[config.mk]
export PLATFORM = sky130hd
export DESIGN_NAME = rega_load_arbiter
export DESIGN_NICKNAME = d
export VERILOG_FILES = /design/src/rtl/rega_load_arbiter.sv
export SDC_FILE = /design/constraint.sdc
export NUM_CORES = 1
export LEC_CHECK = 0
export ABC_AREA = 1
export BUFFER_PORTS_ARGS = -buffer_cell sky130_fd_sc_hd__buf_2
export CORE_ASPECT_RATIO = 0.5
export CORE_MARGIN = 1.5
export CORE_UTILIZATION = 40
export CTS_CLUSTER_SIZE = 20
export DETAILED_ROUTE_END_ITERATION = 16
export PLACE_DENSITY = 0.85
export SLEW_MARGIN = 15
export SYNTH_ARGS = -nofsm -noshare
export SYNTH_HDL_FRONTEND = slang
export SYNTH_SLANG_ARGS = --single-unit
export TNS_END_PERCENT = 20
[constraint.sdc]
create_clock -name clk -period 2.02 [get_ports clk]
set_input_delay 0.202 -clock clk [delete_from_list [all_inputs] [get_ports clk]]
set_output_delay 0.202 -clock clk [all_outputs]
set_load 0.03 [all_outputs]
[src/rtl/rega_load_arbiter.sv]
// Round-robin arbiter for register A's single load port, with burst ownership,
// idle-timeout release and a tagged response when the load reaches A's output.
module rega_load_arbiter #(
  parameter int DATA_WIDTH    = 32,
  parameter int NUM_REQ       = 4,
  parameter int PIPE_DEPTH    = 2,
  parameter int BURST_TIMEOUT = 16,
  localparam int ID_WIDTH     = $clog2(NUM_REQ)
) (
  input  logic                          clk,
  input  logic                          reset,
  input  logic [NUM_REQ-1:0]            req_valid,
  input  logic [NUM_REQ*DATA_WIDTH-1:0] req_data,
  input  logic [NUM_REQ-1:0]            req_last,
  output logic [NUM_REQ-1:0]            req_ready,
  output logic                          load_a,
  output logic [DATA_WIDTH-1:0]         data_in_a,
  output logic                          rsp_valid,
  output logic [ID_WIDTH-1:0]           rsp_id,
  output logic                          busy
);

  localparam int CNT_W = $clog2(BURST_TIMEOUT + 1);

  typedef enum logic [0:0] {IDLE = 1'b0, OWN = 1'b1} state_t;

  state_t                state;
  logic [ID_WIDTH-1:0]   owner;
  logic [ID_WIDTH-1:0]   rr_ptr;
  logic [CNT_W-1:0]      idle_cnt;
  logic [PIPE_DEPTH-1:0] trk_valid;
  logic [ID_WIDTH-1:0]   trk_id [PIPE_DEPTH];

  logic [NUM_REQ-1:0]    grant;
  logic [ID_WIDTH-1:0]   winner;
  logic [ID_WIDTH-1:0]   scan_idx;
  logic                  xfer;
  logic                  sel_last;
  logic [DATA_WIDTH-1:0] sel_data;
  logic                  timeout_hit;
  logic                  own_next;

  function automatic logic [ID_WIDTH-1:0] next_id(input logic [ID_WIDTH-1:0] id);
    if (id == ID_WIDTH'(NUM_REQ - 1)) begin
      next_id = ID_WIDTH'(0);
    end else begin
      next_id = id + ID_WIDTH'(1);
    end
  endfunction

  // Grant selection: owner only while bursting, else first valid from rr_ptr upward
  always_comb begin
    winner   = owner;
    grant    = NUM_REQ'(0);
    scan_idx = rr_ptr;
    if (state == OWN) begin
      winner        = owner;
      grant[owner]  = req_valid[owner];
    end else begin
      // scanning highest offset first leaves the lowest-offset valid requester as winner
      for (int k = NUM_REQ - 1; k >= 0; k--) begin
        scan_idx = ID_WIDTH'((int'(rr_ptr) + k) % NUM_REQ);
        winner   = req_valid[scan_idx] ? scan_idx : winner;
      end
      grant = (|req_valid) ? (NUM_REQ'(1) << winner) : NUM_REQ'(0);
    end
  end

  assign req_ready = grant;
  assign xfer      = |grant;
  assign sel_last  = req_last[winner];
  assign sel_data  = req_data[int'(winner)*DATA_WIDTH +: DATA_WIDTH];

  // Burst continuation and timeout decode for the next state
  always_comb begin
    timeout_hit = 1'b0;
    own_next    = 1'b0;
    if (state == OWN) begin
      if (xfer) begin
        own_next = !sel_last;
      end else begin
        timeout_hit = (idle_cnt == CNT_W'(BURST_TIMEOUT - 1));
        own_next    = !timeout_hit;
      end
    end else begin
      own_next = xfer && !sel_last;
    end
  end

  // Arbitration FSM, load issue, response tracker and busy flag
  always_ff @(posedge clk or posedge reset) begin
    if (reset) begin
      state     <= IDLE;
      owner     <= ID_WIDTH'(0);
      rr_ptr    <= ID_WIDTH'(0);
      idle_cnt  <= CNT_W'(0);
      load_a    <= 1'b0;
      data_in_a <= DATA_WIDTH'(0);
      trk_valid <= PIPE_DEPTH'(0);
      for (int i = 0; i < PIPE_DEPTH; i++) begin
        trk_id[i] <= ID_WIDTH'(0);
      end
      rsp_valid <= 1'b0;
      rsp_id    <= ID_WIDTH'(0);
      busy      <= 1'b0;
    end else begin
      case (state)
        IDLE: begin
          if (xfer && sel_last) begin
            rr_ptr <= next_id(winner);
          end else if (xfer) begin
            state    <= OWN;
            owner    <= winner;
            idle_cnt <= CNT_W'(0);
          end else begin
            state <= IDLE;
          end
        end
        OWN: begin
          if (xfer) begin
            idle_cnt <= CNT_W'(0);
            if (sel_last) begin
              state  <= IDLE;
              rr_ptr <= next_id(owner);
            end else begin
              state <= OWN;
            end
          end else if (timeout_hit) begin
            state    <= IDLE;
            rr_ptr   <= next_id(owner);
            idle_cnt <= CNT_W'(0);
          end else begin
            idle_cnt <= idle_cnt + CNT_W'(1);
          end
        end
        default: begin
          state <= IDLE;
        end
      endcase

      load_a <= xfer;
      if (xfer) begin
        data_in_a <= sel_data;
      end else begin
        data_in_a <= data_in_a;
      end

      trk_valid[0] <= xfer;
      trk_id[0]    <= winner;
      for (int i = 1; i < PIPE_DEPTH; i++) begin
        trk_valid[i] <= trk_valid[i-1];
        trk_id[i]    <= trk_id[i-1];
      end
      rsp_valid <= trk_valid[PIPE_DEPTH-1];
      rsp_id    <= trk_id[PIPE_DEPTH-1];

      busy <= own_next | xfer | (|trk_valid);
    end
  end

endmodule

==> impl_metrics.csv <==
group,metric,value,unit
synth,syn_inst,520,
outcome,status,"finished, violations left",
grt,grt_max_degree,35,
floorplan,io_pins,179,
grt,top_usage_layer,"met2",
timing,min_period_over_period,120,%
grt,grtUsageMet1,29.5,%
finish,nets,870,
grt,grt_pass1_vias,3745,
synth,yosys-top-cells-area,"dfrtp_1, nand2_1, nand3_1",
synth,synth_nets,664,
outcome,violations,"setup timing",
synth,avgSynthCellArea,6.69,um^2
setup_path,end_kind,"flip-flop",
timing,drv_slew,0,
cts,clk_latency,0.30,ns
cts,tritoncts,"built",
setup_path,worst-path-max-fanout,9,
floorplan,core,0.00820,mm^2
route,wire_per_inst,16.5,um
timing,worst_slew_pin_slew,0.622,ns
placement,gp_congestion,0.874,
route,dr_total_vias,4670,
placement,io_buffer_count,178,
floorplan,dieHeight,68.9,um
route,viasPerCell,5.57,
finish,layout_commonest_cell,"nand2_1",
timing,skew,0.0105,ns
synth,yosysSeqAreaShare,37.4,%
cts,clk_pin_slew,0.08,ns
synth,yosysWarnings,0,
timing,slew_headroom,58.0,%
finish,layout-drive-gt1-share,44.3,%
setup_path,arrival,2.62,ns
finish,utilization,66.8,%
flow_run,drv_cap,0,
route,totalWireLength,13.9,mm
floorplan,die_area,0.00929,mm^2
setup_path,crit_required,2.21,ns
synth,ys_types,26,
synth,synth_area,0.00348,mm^2
route,drt_iter0_drc,483,
placement,dpl-instance-area,0.00464,mm^2
grt,antenna_found_initial,0,
route,drc,0,
finish,insertedDiodeCount,0,
cts,clock-sinks,52,
cts,root_buffer,"clkbuf_16",
timing,setup_viol,49,
timing,finalHoldViolations,0,
synth,synthDominantCellAreaShare,37.4,%
grt,grt_first_pass_wirelength,17.3,mm
placement,dp_hpwl,8.22,mm
grt,use_met2,41.4,%
synth,synth_top_area_cell,"dfrtp_1",
route,dr.pass1.iters,6,
finish,multi_input_area,0.00230,mm^2
cts,cts_buffers,5,
finish,fill_cells,614,
floorplan,core.rowCount,23,
timing,clock.fmax,0.412,GHz
floorplan,start_util,42.4,%
timing,setup_ws,-0.407,ns
cts,cts_buffer_depth,2,
grt,grt_overflow,0,
floorplan,fp.dieW,135,um
timing,rsz0062_at_grt,"true",
route,ant_nets,0,
synth,synth_seq_cells,52,
setup_path,path_class,"reg -> reg",
timing,min_period,2.43,ns
grt,gr-usage-met3,4.17,%
finish,layout_common_cells,"nand2_1, buf_2, nand3_1, dfrtp_1, nand3_2",
grt,grt_usage,23.3,%
min_path,worst_hold_path_type,"in -> reg",
placement,dp_slack,-0.222,ns
finish,design_area,0.00548,mm^2
setup_path,cp-start-kind,"flip-flop",
finish,flow.area_growth_from_synthesis,57.7,%
cts,htreeDepth,2,
finish,register_area,0.00130,mm^2
==> through the flow <==
step	std cells	hold slack, ns	setup TNS (ns)
final	839	0.236	-16.74
after global routing	839	0.270	-20.67
after CTS	823	0.237	-5.44
after detailed placement	813	0.254	-7.95
after global placement	813	0.249	-3.02
after floorplan	520	0.331	-0.190
==> per-layer routing <==
metal,routed length [um],share of wire (%)
met5,0,0
met4,664,4.8
met3,1080,7.8
met2,6620,48
met1,5500,40
==> path summary, 6_finish.rpt <==
kind / start / endpoint / slack [ns] / cells after the start
worst max-delay path: rr_ptr[0] / rr_ptr[0] / -0.41 / 18
worst min-delay path: req_data[33] / data_in_a[1] / 0.24 / 5
worst max register to register: rr_ptr[0] / rr_ptr[0] / -0.41 / 18
worst min register to register: trk_id[1] / rsp_id[1] / 0.35 / 0
max in group asynchronous: reset / data_in_a[31] / 0.94 / 4
min in group asynchronous: reset / data_in_a[23] / 0.47 / 3
==> critical path, stage by stage, from the launching register on <==
cell	delay, ns
dfrtp_2	0.47
clkinv_4	0.16
nand2_4	0.11
nand2_4	0.07
nand2_4	0.10
nand2_4	0.06
a21oi_2	0.14
nand2_1	0.10
nand2_2	0.13
nand2_2	0.10
nand3_2	0.11
nand2_4	0.09
nor2_4	0.14
nand2_4	0.09
buf_12	0.16
nand2_8	0.10
nand2_2	0.06
nand2_1	0.07
nand2_1	0.06
==> cell usage after synthesis, drive strengths merged <==
master and n:
a21oi 8, nand4 5, nand3 126, dfrtp 52
clkbuf 7, inv 19, o22ai 1, nand3b 2
nor3 1, buf 24, nand2 255, o21bai 1
ha 6, nor2 4, o21ai 5, a41oi 1
xor2 2, and3 1
==> flip-flops by register name, summed over array words and instances (netlist names) <==
register   cells
trk_id         4
trk_valid      2
state          1
rr_ptr         2
rsp_id         2
idle_cnt       5
owner          2
data_in_a     32
rsp_valid      1
busy           1
==> repair_timing <==
| action | 4_1_cts | 5_1_grt |
|---|---|---|
| endpoints found under the hold margin | 21 | 0 |
| setup endpoints to repair | 48 | 48 |
| resized for setup | 49 | 74 |
| hold buffers | 1 | 0 |
| cloned | 0 | 5 |
| setup buffers | 1 | 11 |
| pin swaps | 7 | 19 |
==> layout make-up <==
cell class                 count  area share, %
clock buffer                   7           2.60
sequential                    52           23.8
tap                          112           2.56
multi-input combinational    418           41.9
inverter                      19           1.48
clock inverter                 1          0.137
timing repair buffer         230           27.5
==> cell families (layout without fill, tap and decap cells) <==
kind of cell	after synthesis	count (layout)	share of synthesized area, %
XOR/XNOR	2	2	0.504
AO/OA/AOI/OAI	16	16	2.63
adder cells (fa/ha/maj)	6	6	2.16
AND/OR/NAND/NOR	394	394	48.5
flip-flops	52	52	37.4
buffers and inverters	50	257	8.82
Power is left out: the tool's default activity adds up to more than one toggle a clock period on the data nets, which glitch-free logic cannot reach.
